## config.mk

```make
export PLATFORM = sky130hd
export DESIGN_NAME = sync_fifo_flags
export DESIGN_NICKNAME = d
export VERILOG_FILES = /design/src/rtl/fifo_pkg.sv /design/src/rtl/fifo_mem.sv /design/src/rtl/sync_fifo_flags.sv
export SDC_FILE = /design/constraint.sdc
export NUM_CORES = 1
export LEC_CHECK = 0
export ABC_AREA = 1
export CORE_UTILIZATION = 60
export DETAILED_ROUTE_END_ITERATION = 7
export PLACE_DENSITY = 0.79
export SLEW_MARGIN = 20
export SYNTH_ARGS = -nofsm -noshare
export SYNTH_HDL_FRONTEND = slang
export SYNTH_SLANG_ARGS = --single-unit
```

## constraint.sdc

```tcl
create_clock -name clk -period 3.1 [get_ports clk]
set_clock_uncertainty 0.2 [all_clocks]
set_input_delay 0.62 -clock clk [delete_from_list [all_inputs] [get_ports clk]]
set_output_delay 0.62 -clock clk [all_outputs]
set_load 0.1 [all_outputs]
```

## src/rtl/fifo_pkg.sv

```systemverilog
// rtl/fifo_pkg.sv - width helpers and parameter legality check for the flagged FIFO
package fifo_pkg;

    // Pointer width: enough bits to index DEPTH entries.
    function automatic int ptr_width(input int depth);
        return (depth > 1) ? $clog2(depth) : 1;
    endfunction

    // Count width: must represent 0..DEPTH inclusive.
    function automatic int count_width(input int depth);
        return $clog2(depth + 1);
    endfunction

    // Depth and both thresholds must sit inside their usable ranges.
    function automatic bit params_legal(input int depth, input int af, input int ae);
        return (depth >= 2) && (af >= 1) && (af <= depth) && (ae >= 0) && (ae <= depth - 1);
    endfunction

endpackage

```

## src/rtl/fifo_mem.sv

```systemverilog
// rtl/fifo_mem.sv - DEPTH x DATA_WIDTH store, one write port, asynchronous read port
module fifo_mem #(
    parameter int DATA_WIDTH = 8,
    parameter int DEPTH      = 16,
    parameter int ADDR_W     = 4
) (
    input  logic                  clk,
    input  logic                  wr_en,
    input  logic [ADDR_W-1:0]     wr_addr,
    input  logic [DATA_WIDTH-1:0] wr_data,
    input  logic [ADDR_W-1:0]     rd_addr,
    output logic [DATA_WIDTH-1:0] rd_data
);

    logic [DATA_WIDTH-1:0] mem_q [DEPTH];

    // Store the accepted word; contents are deliberately not reset.
    always_ff @(posedge clk) begin
        if (wr_en) begin
            mem_q[wr_addr] <= wr_data;
        end
    end

    assign rd_data = mem_q[rd_addr];

endmodule

```

## src/rtl/sync_fifo_flags.sv

```systemverilog
// rtl/sync_fifo_flags.sv - single-clock FIFO with count, threshold flags, error pulses and FWFT option
module sync_fifo_flags
    import fifo_pkg::*;
#(
    parameter int DATA_WIDTH = 8,
    parameter int DEPTH      = 16,
    parameter int AF_THRESH  = 14,
    parameter int AE_THRESH  = 2,
    parameter int FWFT       = 0
) (
    input  logic                       clk,
    input  logic                       reset,
    input  logic                       wr_en,
    input  logic [DATA_WIDTH-1:0]      wr_data,
    input  logic                       rd_en,
    output logic [DATA_WIDTH-1:0]      rd_data,
    output logic                       rd_valid,
    output logic                       full,
    output logic                       empty,
    output logic                       almost_full,
    output logic                       almost_empty,
    output logic [$clog2(DEPTH+1)-1:0] count,
    output logic                       overflow,
    output logic                       underflow
);

    localparam int PTR_W = ptr_width(DEPTH);
    localparam int CNT_W = count_width(DEPTH);

    // Refuse to build with out-of-range depth or thresholds.
    if (!params_legal(DEPTH, AF_THRESH, AE_THRESH)) begin : g_bad_params
        $error("sync_fifo_flags: illegal DEPTH/AF_THRESH/AE_THRESH combination");
    end

    logic [PTR_W-1:0]      wr_ptr_q, wr_ptr_d;
    logic [PTR_W-1:0]      rd_ptr_q, rd_ptr_d;
    logic [CNT_W-1:0]      count_q, count_d;
    logic                  overflow_q, overflow_d;
    logic                  underflow_q, underflow_d;
    logic                  wr_acc, rd_acc;
    logic [DATA_WIDTH-1:0] mem_rdata;

    // Explicit wrap so non-power-of-two depths work.
    function automatic logic [PTR_W-1:0] ptr_inc(input logic [PTR_W-1:0] p);
        return (p == PTR_W'(DEPTH - 1)) ? '0 : p + 1'b1;
    endfunction

    // Flags come straight from the count register, no extra latency.
    assign full         = (count_q == CNT_W'(DEPTH));
    assign empty        = (count_q == '0);
    assign almost_full  = (count_q >= CNT_W'(AF_THRESH));
    assign almost_empty = (count_q <= CNT_W'(AE_THRESH));
    assign count        = count_q;
    assign overflow     = overflow_q;
    assign underflow    = underflow_q;

    // A read frees a slot in the same cycle, so a full FIFO accepts write+read together.
    assign rd_acc = rd_en & ~empty;
    assign wr_acc = wr_en & (~full | rd_acc);

    fifo_mem #(
        .DATA_WIDTH(DATA_WIDTH),
        .DEPTH     (DEPTH),
        .ADDR_W    (PTR_W)
    ) u_mem (
        .clk    (clk),
        .wr_en  (wr_acc),
        .wr_addr(wr_ptr_q),
        .wr_data(wr_data),
        .rd_addr(rd_ptr_q),
        .rd_data(mem_rdata)
    );

    // Next pointers, occupancy and rejected-request pulses.
    always_comb begin
        wr_ptr_d    = wr_acc ? ptr_inc(wr_ptr_q) : wr_ptr_q;
        rd_ptr_d    = rd_acc ? ptr_inc(rd_ptr_q) : rd_ptr_q;
        count_d     = count_q;
        if (wr_acc && !rd_acc) begin
            count_d = count_q + 1'b1;
        end else if (rd_acc && !wr_acc) begin
            count_d = count_q - 1'b1;
        end
        overflow_d  = wr_en & ~wr_acc;
        underflow_d = rd_en & ~rd_acc;
    end

    // Control state register; reset wins over any request in the same cycle.
    always_ff @(posedge clk) begin
        if (reset) begin
            wr_ptr_q    <= '0;
            rd_ptr_q    <= '0;
            count_q     <= '0;
            overflow_q  <= 1'b0;
            underflow_q <= 1'b0;
        end else begin
            wr_ptr_q    <= wr_ptr_d;
            rd_ptr_q    <= rd_ptr_d;
            count_q     <= count_d;
            overflow_q  <= overflow_d;
            underflow_q <= underflow_d;
        end
    end

    if (FWFT != 0) begin : g_fwft
        // Head entry is always on the output while anything is stored.
        assign rd_valid = ~empty;
        assign rd_data  = mem_rdata;
    end else begin : g_reg
        logic [DATA_WIDTH-1:0] rd_data_q, rd_data_d;
        logic                  rd_valid_q, rd_valid_d;

        // Capture the head on an accepted read; data holds otherwise.
        always_comb begin
            rd_data_d  = rd_data_q;
            rd_valid_d = rd_acc;
            if (rd_acc) begin
                rd_data_d = mem_rdata;
            end
        end

        // Registered read port; reset discards any read in flight.
        always_ff @(posedge clk) begin
            if (reset) begin
                rd_data_q  <= '0;
                rd_valid_q <= 1'b0;
            end else begin
                rd_data_q  <= rd_data_d;
                rd_valid_q <= rd_valid_d;
            end
        end

        assign rd_data  = rd_data_q;
        assign rd_valid = rd_valid_q;
    end

endmodule

```

* Word level (Yosys, flattened, before mapping) *
Memories as Yosys holds them, arrays and structs flattened. A register that Yosys moved wholly into a read port is not among the register bits.
Index checks and enable logic that the tools add are counted.

operators by class
  add/subtract/negate cells = 4
  $lt $le $gt $ge = 2
  multiplexer cells = 6
  bitwise gates (word level) = 9
  equality and inequality tests = 3
  reduce and logical (&&, ||, !) cells = 6

operator list
  kind                                                                count
  two-way mux 5 bit                                                   2
  adder 4 x 1 -> 4 bit (second input constant)                        2
  equality test 4 bit (second input constant)                         2
  two-way mux 4 bit                                                   2
  adder 5 x 1 -> 5 bit (second input constant)                        1
  equality test 5 bit (second input constant)                         1
  greater-or-equal comparator 5 x 4 -> 1 bit (second input constant)  1
  less-or-equal comparator 5 x 2 -> 1 bit (second input constant)     1
  logical NOT 5 bit                                                   1
  subtractor 5 x 1 -> 5 bit (second input constant)                   1
  AND 1 bit                                                           4
  NOT 1 bit                                                           4
  logical AND 1 bit                                                   2
  logical NOT 1 bit                                                   2
  two-way mux 1 bit                                                   2
  nonzero test 2 bit                                                  1
  bitwise OR 1 bit                                                    1

word-level totals
  flip-flop bits (word level) = 16
  bits in writable memories = 128
  input bits = 12
  memories = 1
  logic and storage cells = 37
  output and inout port bits = 20

memories
  name         words  width  read ports  clocked after Yosys merged registers in  wr ports  RTL line        text
  u_mem.mem_q  16     8      1           1                                        1         fifo_mem.sv:15  logic [DATA_WIDTH-1:0] mem_q [DEPTH];

* Logic depth before layout (Yosys ltp) *
Gate-level depths: netlist (run 1).

  depth after elaboration = 9
  gate-level depth with buffers = 14
  gate-level depth less buffers = 14

* Modules after synthesis *
From an unflattened synthesis (run 1), not the netlist that was laid out.

second synthesis, totals
  cells, all modules = 712
  area, all modules = 6841.6 um^2

by module, submodules not included
  module           seq. area each (um^2)  times used  cells an instance  area an instance (um^2)
  fifo_mem         3843.7                 1           543                5606.6
  sync_fifo_flags  480.5                  1           169                1234.9

* Worst setup path before layout (run 1) *
No wires, ideal clock.

  path kind = flip-flop to output port
  start = reg count_q[1], in the netlist count[1]
  end = out almost_empty
  setup slack = -3282 ps
  required time = 2280 ps
  data arrival time = 5562 ps
  stages on the path, launching flop included = 2
  path through = dfxtp_1 a2111oi_0

between the ends
  longest elaborated chain between the ends = 1

RTL lines
  element                                  RTL line               text
  from (decl)                              sync_fifo_flags.sv:37  logic [CNT_W-1:0] count_q, count_d;
  from (signal assigned)                   sync_fifo_flags.sv:99  count_q <= count_d;
  less-or-equal comparator 5 x 2 -> 1 bit  sync_fifo_flags.sv:52  assign almost_empty = (count_q <= CNT_W'(AE_THRESH));
  to (decl)                                sync_fifo_flags.sv:21  output logic almost_empty,

Every way passes these cells.

* Final worst setup path (run 1) *
  start = reg count_q[1], in the netlist count[1]
  end = reg count_q[3], in the netlist count[3]

between the ends
  longest elaborated chain between the ends = 8

RTL lines
  element                              RTL line               text
  logical NOT 5 bit                    sync_fifo_flags.sv:50  assign empty = (count_q == '0);
  NOT 1 bit                            sync_fifo_flags.sv:58  assign rd_acc = rd_en & ~empty;
  AND 1 bit                            sync_fifo_flags.sv:58
  bitwise OR 1 bit (*)                 sync_fifo_flags.sv:59  assign wr_acc = wr_en & (~full | rd_acc);
  AND 1 bit (*)                        sync_fifo_flags.sv:59
  named net u_mem.wr_en                fifo_mem.sv:8          input logic wr_en,
  logical NOT 1 bit                    sync_fifo_flags.sv:81  end else if (rd_acc && !wr_acc) begin
  logical AND 1 bit                    sync_fifo_flags.sv:81
  nonzero test 2 bit (no source line)  -

The timed path passes the listed nets; every way through them passes the cells marked *. The select of a mux whose other input is x is not followed.
A chain may end at the register's enable or synchronous reset.

==> impl_metrics.csv, run 1 <==
group,metric,value,unit
pwr,p_per_area,853,nW/um2
layout,drive_above_1_share,0.110,
placement,place_ws,0.0977,ns
clock_tree,ctsResizeCount,0,
grt,use_met1,0.385,
synth,synthSimpleGateAreaFrac,0.208,
routing,drc,0,
synth,ys.warnings.count,0,
routing,firstDrtPassIters,7,
synth,syn-cell-area,6580,um2
synth,synthMuxAreaShare,0,
synth,ys_types,25,
die,initial_core_util,0.629,
placement,port_buffers,31,
timing,fmax,382,MHz
layout,finalInstanceArea,7600,um2
synth,synth_edf_count,128,
run_status,status,"completed",
timing,finalCriticalPeriod,2.62,ns
timing,setup_viol,0,
synth,synth_flop_cell,"edfxtp_1",
synth,synth_compound_area_frac,0.0314,
synth,ys_async_sr_fraction,0,
synth,synth_top_cell_by_area,"edfxtp_1",
clock_tree,cts_made_buffers,17,
min_path,hold_class,"flip-flop to flip-flop",
placement,dp_hpwl,9550,um
synth,synth-adder-area-share,0.0201,
grt,grt-busiest-layer,"met2",
pwr,leakage,3.20,nW
synth,synth.avg_cell_area,9.96,um2
timing,finalCritPeriodShare,0.845,
synth,yosysSeqAreaShare,0.657,
grt,met2_usage,0.454,
critical_path,critPathArrivalTime,2.84,ns
synth,synth_common_cells,"nand2_1 (184), edfxtp_1 (128), nand3_1 (101), inv_1 (96), nor2_1 (35)",
critical_path,rr_startpoint,"count[1]$_SDFFE_PP0P_",
clock_tree,cts_sinks,152,
grt,grt_pass1_vias,4610,
critical_path,reg2reg_to,"count[3]$_SDFFE_PP0P_",
layout,multiInputGateArea,1770,um2
grt,grt_max_degree,68,
synth,synthTopCellsByArea,"edfxtp_1 (58%), nand2_1 (10%), nand3_1 (7.7%)",
layout,area_growth,15.4,%
routing,vias,4798,
timing,fin_ws,0.482,ns
clock_tree,cts_tree,"yes",
min_path,worst_hold_startpoint,"wr_ptr_q[0]$_SDFFE_PP0P_",
die,die_y,107,um
grt,grt_overflow,0,
flow_run,cap_violations,0,
critical_path,crit_path_frequent_cell,"nand2_1",
critical_path,critPathKind,"flip-flop to flip-flop",
clock_tree,cts_max_level,4,
timing,max_slew.worst_pin.slew,0.818,ns
critical_path,worstPathCellList,"nor2_1 -> nand4_1 -> nand2_1 -> inv_2 -> ha_1 -> inv_1 -> ha_1 -> a21oi_1 -> nand2_1 -> nand2_1 -> nand3_1 -> o211ai_1 -> inv_1",
layout,fill_cells,738,
timing,grt_setup_unrepaired,"no",
synth,synth-seq-cells,152,
routing,drt-initial-drc-count,673,
clock_tree,ctsHoldBuffers,0,
pwr,switching_share,0.404,
clock_tree,path_clk_slew,0.06,ns
timing,slew_headroom,0.453,
pwr,p_sw,2.62,mW
synth,yosysMostFrequentCell,"nand2_1",
routing,wl_per_cell,17.9,um
grt,grt_usage,0.289,
synth,synth_top_family_by_area,"simple AND/OR/NAND/NOR gates",
clock_tree,cts-root-buf,"clkbuf_8",
die,design.core.area,10500,um2
critical_path,end_kind,"flip-flop",
synth,syn-instance-count,661,
critical_path,cp.required,3.32,ns
min_path,hold_depth,2,
layout,nets,728,
grt,antenna_found_initial,0,
layout,seq_area,4330,um2
routing,postRouteAntennaNets,0,
pwr,pwr-share-clk,0.276,
pwr,ir_drop,0.000715,V
critical_path,critPathSlowestCell,"dfxtp_1",
critical_path,slowest_delay,0.42,ns
synth,syn-num-nets,683,
clock_tree,post_cts_buffers,0,
die,num_rows,37,
die,io_pins,32,
timing,maxSlewViolCount,0,
routing,via_per_inst,5.61,
synth,synth.top_cell.area_share,0.584,
timing,finalHoldViolCount,0,
critical_path,start_kind,"flip-flop",
grt,grt_first_pass_wirelength,23900,um
clock_tree,clk_latency,0.53,ns
die,die_w,107,um
critical_path,r2r_slack,0.48,ns
pwr,p_int,3.86,mW
routing,drt_wl_total,15300,um
grt,grtUsageMet3,0.0705,
min_path,whs_endpoint,"wr_ptr_q[0]$_SDFFE_PP0P_",
placement,gp_congestion,0.934,
layout,antenna_cells,0,
placement,dpl-instance-area,7080,um2
die,fp.dieArea,11400,um2
pwr,pwr-share-seq,0.380,
pwr,p_comb_frac,0.344,
critical_path,r2r_cells,13,
synth,synth_xor_area_frac,0.00532,
critical_path,crit_fanout,7,
clock_tree,cts_buffer_depth,2,
==> per-layer routing <==
| layer | wire length [um] | up-vias |
|---|---|---|
| li1 | - | 2249 |
| met1 | 6180 | 2261 |
| met2 | 7420 | 257 |
| met3 | 1390 | 31 |
| met4 | 341 | 0 |
| met5 | 0 | - |
==> cells by family (layout without fill, tap and decap cells) <==
group / count (synthesis) / count (layout)
AOI/OAI and AO/OA: 40 / 40
DFF: 152 / 152
and+or+nand+nor: 327 / 327
xor gates and xnor gates: 4 / 4
adders and majority gates: 10 / 10
buffers and inverters: 128 / 186
==> final cells by class <==
cell class              instances  share of cell area
inverters                     102              0.0504
well taps                     136              0.0224
clock inverters                13              0.0130
repair buffers                 52              0.0567
clock buffers                  19              0.0555
multi-input cells             381               0.233
flip-flops and latches        152               0.569
==> flip-flops by register name, indices dropped and copies added, names as in the netlist <==
name	flops
rd_valid	1
rd_ptr_q	4
underflow	1
u_mem.mem_q	128
count	5
wr_ptr_q	4
rd_data	8
overflow	1
==> worst max-delay path by stage <==
| stage | startpoint | to | cells past startpoint |
|---|---|---|---|
| after floorplan | count[1]$_SDFFE_PP0P_ | count[4]$_SDFFE_PP0P_ | 13 |
| after global routing | count[1]$_SDFFE_PP0P_ | count[4]$_SDFFE_PP0P_ | 14 |
| final | count[1]$_SDFFE_PP0P_ | count[3]$_SDFFE_PP0P_ | 13 |
| after detailed placement | rd_en | count[4]$_SDFFE_PP0P_ | 15 |
| after CTS | count[1]$_SDFFE_PP0P_ | count[4]$_SDFFE_PP0P_ | 14 |
| after global placement | rd_en | count[4]$_SDFFE_PP0P_ | 15 |
==> through the flow <==
stage               hold WS [ns]  TNS (ns)  total power, mW  std cells   util
floorplan                  0.269  -0.00332             4.17        661      -
global placement           0.310         0             4.63        823  0.676
detailed placement         0.314         0             4.69        823  0.676
CTS                        0.326         0             6.48        855  0.726
global route               0.364         0             6.73        855  0.726
finish                     0.324         0             6.48        855  0.726
==> power groups by stage <==
| stage | registers [mW] | clock network (mW) | logic [mW] |
|---|---|---|---|
| 6_report | 2.46 | 1.79 | 2.23 |
| 5_1_grt | 2.47 | 1.90 | 2.37 |
| 4_1_cts | 2.46 | 1.81 | 2.21 |
| 3_5_place_dp | 2.50 | 0 | 2.19 |
| 3_3_place_gp | 2.49 | 0 | 2.14 |
| 2_1_floorplan | 2.98 | 0 | 1.19 |
==> critical path, delay by kind of cell (launching register included) <==
kind | cells | cell delay [ns]
and+or+nand+nor | 6 | 0.72
adders and majority gates | 2 | 0.52
DFF | 1 | 0.42
AOI/OAI and AO/OA | 2 | 0.37
buffers and inverters | 3 | 0.29
==> cell usage in the layout, fill, tap and decap left out, types with 4 or more instances in the layout <==
cell type        instances
a21oi_1                 24
buf_4                   40
clkbuf_16               16
clkdlybuf4s50_1         11
clkinv_1                 4
clkinvlp_4               5
dfxtp_1                 23
edfxtp_1               128
ha_1                     9
inv_1                   96
nand2_1                184
nand3_1                101
nor2_1                  34
o21ai_0                 14
xor2_1                   4
(Power assumes the default switching activity.)
==> run 2: changes to the inputs <==
Settings changed: CORE_UTILIZATION 60 to 54, PLACE_DENSITY 0.79 to 0.76.
Clock period 3.1 ns to 2.2 ns, I/O delays scaled along.
==> run 2 against run 1 <==
Flip-flop and latch count did not move. First-iteration DRC count is 23% lower. Sequential share of layout area fell by 2.8 points. Cell count grew 4.1%. Critical path depth fell by 10. Design area up 5.6%. Power increased by 51%. Die area rose by 11%. Combinational power increased by 69%. Sequential power up 40%. Register-to-register slack got worse by 0.42 ns. Count of clock-buffer cells in the layout increased by 2. Largest power group is now combinational cells. Highest routed layer unchanged.
==> impl_metrics.csv, run 2 (synthesized netlist as in run 1, its figures left out) <==
group,metric,value,unit
run_status,status,"completed",
pwr,power,9.81,mW
clock_tree,cts_tree,"yes",
critical_path,critPathKind,"flip-flop to primary output",
critical_path,slowest_delay,0.39,ns
die,initial_core_util,0.565,
pwr,ir_drop,0.000979,V
timing,maxSlewViolCount,0,
critical_path,crit_fanout,3,
layout,regMostFlops,"u_mem.mem_q",
placement,dp_hpwl,9980,um
timing,finalCriticalPeriod,2.15,ns
die,die_y,112,um
layout,nets,756,
layout,final_common_cell,"nand2_1",
critical_path,r2r_slack,0.06,ns
critical_path,start_kind,"flip-flop",
layout,final_core_util,0.688,
layout,largest_reg_flops,128,
routing,drt-initial-drc-count,517,
layout,antenna_cells,0,
clock_tree,cts_buffer_depth,2,
clock_tree,clk_latency,0.42,ns
die,num_rows,39,
flow_run,cap_violations,0,
critical_path,path_buf_inv,2,
pwr,pwr-share-seq,0.351,
timing,fmax,464,MHz
layout,finalNonFillerCells,890,
placement,port_buffers,31,
die,die_w,112,um
min_path,hold_class,"input port to flip-flop",
grt,grt_overflow,0,
routing,firstDrtPassIters,5,
timing,setup_viol,0,
timing,slew_headroom,0.559,
layout,layout_common_cells,"nand2_1 (183), edfxtp_1 (128), nand3_1 (100), inv_1 (94), buf_4 (58)",
pwr,leakage,3.40,nW
layout,fill_cells,840,
layout,finalInstanceArea,8030,um2
layout,area_growth,21.9,%
layout,drive_above_1_share,0.161,
routing,postRouteAntennaNets,0,
routing,drc,0,
routing,drt_wl_total,15400,um
pwr,p_sw,3.72,mW
grt,grt_first_pass_wirelength,23800,um
critical_path,crit_family,"compound AO/OA/AOI/OAI gates",
pwr,p_comb_frac,0.384,
critical_path,end_kind,"primary output",
pwr,p_per_area,1220,nW/um2
pwr,switching_share,0.380,
die,design.core.area,11700,um2
critical_path,cp.required,1.56,ns
clock_tree,cts_max_level,4,
grt,antenna_found_initial,1,
die,fp.dieArea,12600,um2
grt,grt_usage,0.259,
die,io_pins,32,
clock_tree,cts-root-buf,"clkbuf_16",
routing,vias,4858,
pwr,p_int,6.08,mW
timing,max_slew.worst_pin.slew,0.659,ns
routing,via_per_inst,5.46,
clock_tree,cts_sinks,152,
critical_path,worstPathCellList,"buf_8 -> a2111oi_4 -> buf_12",
grt,grt_max_degree,68,
placement,dpl-instance-area,7430,um2
critical_path,critPathSlowestCell,"a2111oi_4",
placement,dpl.cell_count,853,
routing,wl_per_cell,17.3,um
clock_tree,cts_made_buffers,17,
grt,grt_pass1_vias,4716,
pwr,pwr-share-clk,0.265,
clock_tree,path_clk_slew,0.06,ns
critical_path,critPathArrivalTime,1.51,ns
placement,gp_congestion,0.918,
timing,finalCritPeriodShare,0.979,
timing,finalHoldViolCount,0,
-- run 2: cell types whose count changed in the layout (fill, tap and decap cells not counted), moves of 3 or more --
cell / previous run / this run
buf_12: 1 / 9
ha_1: 9 / 6
clkinv_2: 1 / 6
clkinvlp_4: 5 / 2
dfxtp_1: 23 / 18
inv_6: 3 / 0
clkinv_4: 3 / 0
buf_4: 40 / 58
ha_4: 0 / 3
dfxtp_4: 0 / 5
-- run 2: metrics by stage --
step / TNS (ns) / worst slack, ns / hold slack (ns)
3_3_place_gp: -11.92 / -0.384 / 0.286
4_1_cts: 0 / 0.0112 / 0.307
5_1_grt: -0.0102 / -0.00694 / 0.214
3_5_place_dp: -15.15 / -0.464 / 0.297
6_report: 0 / 0.0461 / 0.212
2_1_floorplan: -0.237 / -0.151 / 0.269
-- run 2: worst paths after layout --
path / startpoint / end / cells past startpoint
setup / recovery: count[0]$_SDFFE_PP0P_ / almost_empty / 3
hold / removal: rd_en / underflow$_SDFF_PP0_ / 4
setup reg to reg: count[1]$_SDFFE_PP0P_ / count[3]$_SDFFE_PP0P_ / 13
hold reg to reg: rd_ptr_q[3]$_SDFFE_PP0P_ / rd_ptr_q[3]$_SDFFE_PP0P_ / 2
-- run 2: layout make-up --
cell class / count / area (um2) / share of cell area
Sequential cell: 152 / 4340 / 0.541
Tap cell: 143 / 179 / 0.0223
Inverter: 102 / 388 / 0.0483
Timing Repair Buffer: 80 / 754 / 0.0940
Clock buffer: 21 / 440 / 0.0549
Multi-Input combinational cell: 381 / 1840 / 0.229
Clock inverter: 11 / 82.6 / 0.0103
-- run 2: per-layer routing --
metal  GRT usage  wire length [um]  vias to the layer above
li1            -                 -                     2306
met1       0.326              5980                     2300
met2       0.417              7650                      210
met3      0.0680              1360                       42
met4       0.132               428                        0
met5           0                 0                        -
-- run 2: tightest hold or removal path, cell delays in order --
cell            delay, ns
dlymetal6s2s_1       0.13
inv_1                0.08
buf_4                0.10
nor3_1               0.04
-- run 2: repair_timing --
item                                    4_1_cts  5_1_grt
endpoints found under the setup margin        2        3
resized for setup                             2        7
buffers inserted                              0        5
cloned                                        0        0
pin swaps                                     1        5
hold buffers                                  0        0
-- run 2: power by group through the flow --
stage	registers [mW]	clock network, mW	logic [mW]
final	3.44	2.59	3.77
after global routing	3.46	2.74	3.99
after CTS	3.44	2.63	3.64
after detailed placement	3.49	0	3.61
after global placement	3.48	0	3.53
after floorplan	4.25	0	1.74
==> run 3: changes to the inputs <==
Settings changed: CORE_UTILIZATION 54 to 60, PLACE_DENSITY 0.76 to 0.79.
Clock period 2.2 ns to 2.6 ns, I/O delays scaled along.
==> run 3 against run 2 <==
Combinational power decreased by 25%. Flip-flop and latch count unchanged. Hold slack improved by 0.11 ns. Register-to-register slack improved by 0.20 ns. Worst setup slack improved by 0.21 ns. Count of clock-buffer cells in the layout decreased by 4. Via count decreased by 1.1%. Highest routed layer unchanged.
==> impl_metrics.csv, run 3 (synthesized netlist as in run 1, its figures left out) <==
group,metric,value,unit
pwr,ir_drop,0.000592,V
timing,finalHoldViolCount,0,
layout,seq_area,4340,um2
pwr,p_int,5.05,mW
clock_tree,post_cts_buffers,0,
timing,setup_viol,0,
clock_tree,clk_latency,0.52,ns
min_path,hold_depth,2,
pwr,p_sw,3.21,mW
critical_path,start_kind,"flip-flop",
timing,finalCritPeriodShare,0.902,
routing,firstDrtPassIters,5,
layout,area_growth,18.7,%
routing,postRouteAntennaNets,0,
layout,finalNonFillerCells,867,
die,fp.dieArea,11400,um2
critical_path,end_kind,"flip-flop",
run_status,status,"completed",
clock_tree,cts_sinks,152,
die,initial_core_util,0.629,
layout,final_core_util,0.747,
routing,wl_per_cell,18.4,um
layout,final_common_cell,"nand2_1",
clock_tree,cts_max_level,4,
pwr,switching_share,0.389,
die,die_w,107,um
routing,drc,0,
timing,max_slew.worst_pin.slew,0.806,ns
routing,drt_wl_total,15900,um
min_path,whs_endpoint,"rd_ptr_q[3]$_SDFFE_PP0P_",
timing,slew_headroom,0.461,
placement,dpl.cell_count,835,
grt,grt_overflow,0,
timing,fmax,427,MHz
timing,finalCriticalPeriod,2.34,ns
layout,multiInputGateArea,1780,um2
grt,grt_first_pass_wirelength,25100,um
critical_path,rr_startpoint,"count[1]$_SDFFE_PP0P_",
clock_tree,cts_made_buffers,17,
layout,nets,740,
routing,vias,4806,
clock_tree,path_clk_slew,0.06,ns
die,design.core.area,10500,um2
layout,largest_reg_flops,128,
layout,drive_above_1_share,0.133,
grt,grt_pass1_vias,4761,
pwr,power,8.26,mW
layout,layout_common_cells,"nand2_1 (184), edfxtp_1 (128), nand3_1 (101), inv_1 (95), buf_4 (49)",
timing,hold_ws,0.320,ns
layout,fill_cells,721,
routing,drt-initial-drc-count,467,
critical_path,critPathArrivalTime,2.60,ns
critical_path,critPathKind,"flip-flop to flip-flop",
placement,gp_congestion,0.813,
die,io_pins,32,
pwr,pwr-share-seq,0.361,
die,die_y,107,um
grt,grt_usage,0.305,
routing,via_per_inst,5.54,
min_path,worst_hold_startpoint,"rd_ptr_q[3]$_SDFFE_PP0P_",
layout,antenna_cells,0,
pwr,pwr-share-clk,0.296,
flow_run,cap_violations,0,
critical_path,r2r_slack,0.26,ns
critical_path,reg2reg_to,"count[4]$_SDFFE_PP0P_",
critical_path,crit_fanout,7,
placement,dp_hpwl,9730,um
clock_tree,cts-root-buf,"clkbuf_8",
grt,grt_max_degree,68,
clock_tree,cts_buffer_depth,2,
layout,regMostFlops,"u_mem.mem_q",
die,num_rows,37,
grt,antenna_found_initial,0,
pwr,p_per_area,1060,nW/um2
min_path,hold_class,"flip-flop to flip-flop",
critical_path,cp.required,2.86,ns
pwr,leakage,3.31,nW
placement,port_buffers,31,
clock_tree,cts_tree,"yes",
timing,grt_setup_unrepaired,"no",
critical_path,r2r_cells,14,
pwr,p_comb_frac,0.344,
timing,maxSlewViolCount,0,
-- run 3: what timing repair did --
action	in CTS	in global routing
gates resized for setup	0	3
endpoints found under the setup margin	0	3
hold buffers	0	0
-- run 3: worst max-delay path by stage --
stage	endpoint	start
after CTS	count[4]$_SDFFE_PP0P_	count[1]$_SDFFE_PP0P_
after global placement	count[4]$_SDFFE_PP0P_	rd_en
after floorplan	count[4]$_SDFFE_PP0P_	count[3]$_SDFFE_PP0P_
final	count[4]$_SDFFE_PP0P_	count[1]$_SDFFE_PP0P_
after global routing	count[3]$_SDFFE_PP0P_	count[1]$_SDFFE_PP0P_
after detailed placement	count[4]$_SDFFE_PP0P_	rd_en
-- run 3: routing by layer --
layer	wire (um)	track usage	part of all wire
met1	6190	0.389	0.39
met5	0	0	0
met3	1270	0.0638	0.080
met2	8130	0.507	0.51
met4	348	0.126	0.022
-- run 3: cell type report --
| cell class | count | area share |
|---|---|---|
| Timing Repair Buffer | 64 | 0.0714 |
| Clock buffer | 17 | 0.0530 |
| Sequential cell | 152 | 0.555 |
| Tap cell | 136 | 0.0218 |
| Clock inverter | 15 | 0.0223 |
| Multi-Input combinational cell | 381 | 0.227 |
| Inverter | 102 | 0.0490 |
-- run 3: power groups by stage --
| stage | registers (mW) | clock network [mW] | logic [mW] |
|---|---|---|---|
| 4_1_cts | 2.97 | 2.46 | 2.80 |
| 6_report | 2.98 | 2.44 | 2.84 |
| 2_1_floorplan | 3.57 | 0 | 1.42 |
| 5_1_grt | 2.99 | 2.56 | 3.02 |
| 3_5_place_dp | 3.01 | 0 | 2.78 |
| 3_3_place_gp | 3.00 | 0 | 2.69 |
-- run 3: critical path, cell delays in order (launching register included) --
cell and delay [ns]:
dfxtp_4 0.38, nor2_2 0.18, nand4_1 0.13, nand2_1 0.12, inv_2 0.04, ha_1 0.20
inv_2 0.11, ha_1 0.28, nand3_1 0.13, nand3_1 0.09, nand2_1 0.08, nand3_1 0.09
nand2_1 0.08, nand2_1 0.05, nor2_1 0.10
-- run 3: through the flow --
step	TNS (ns)	worst slack [ns]	area [um2]
after floorplan	0	0.0160	6620
after CTS	0	0.157	7810
final	0	0.255	7810
after global routing	0	0.0817	7810
after detailed placement	-0.584	-0.226	7220
after global placement	-0.244	-0.105	7220
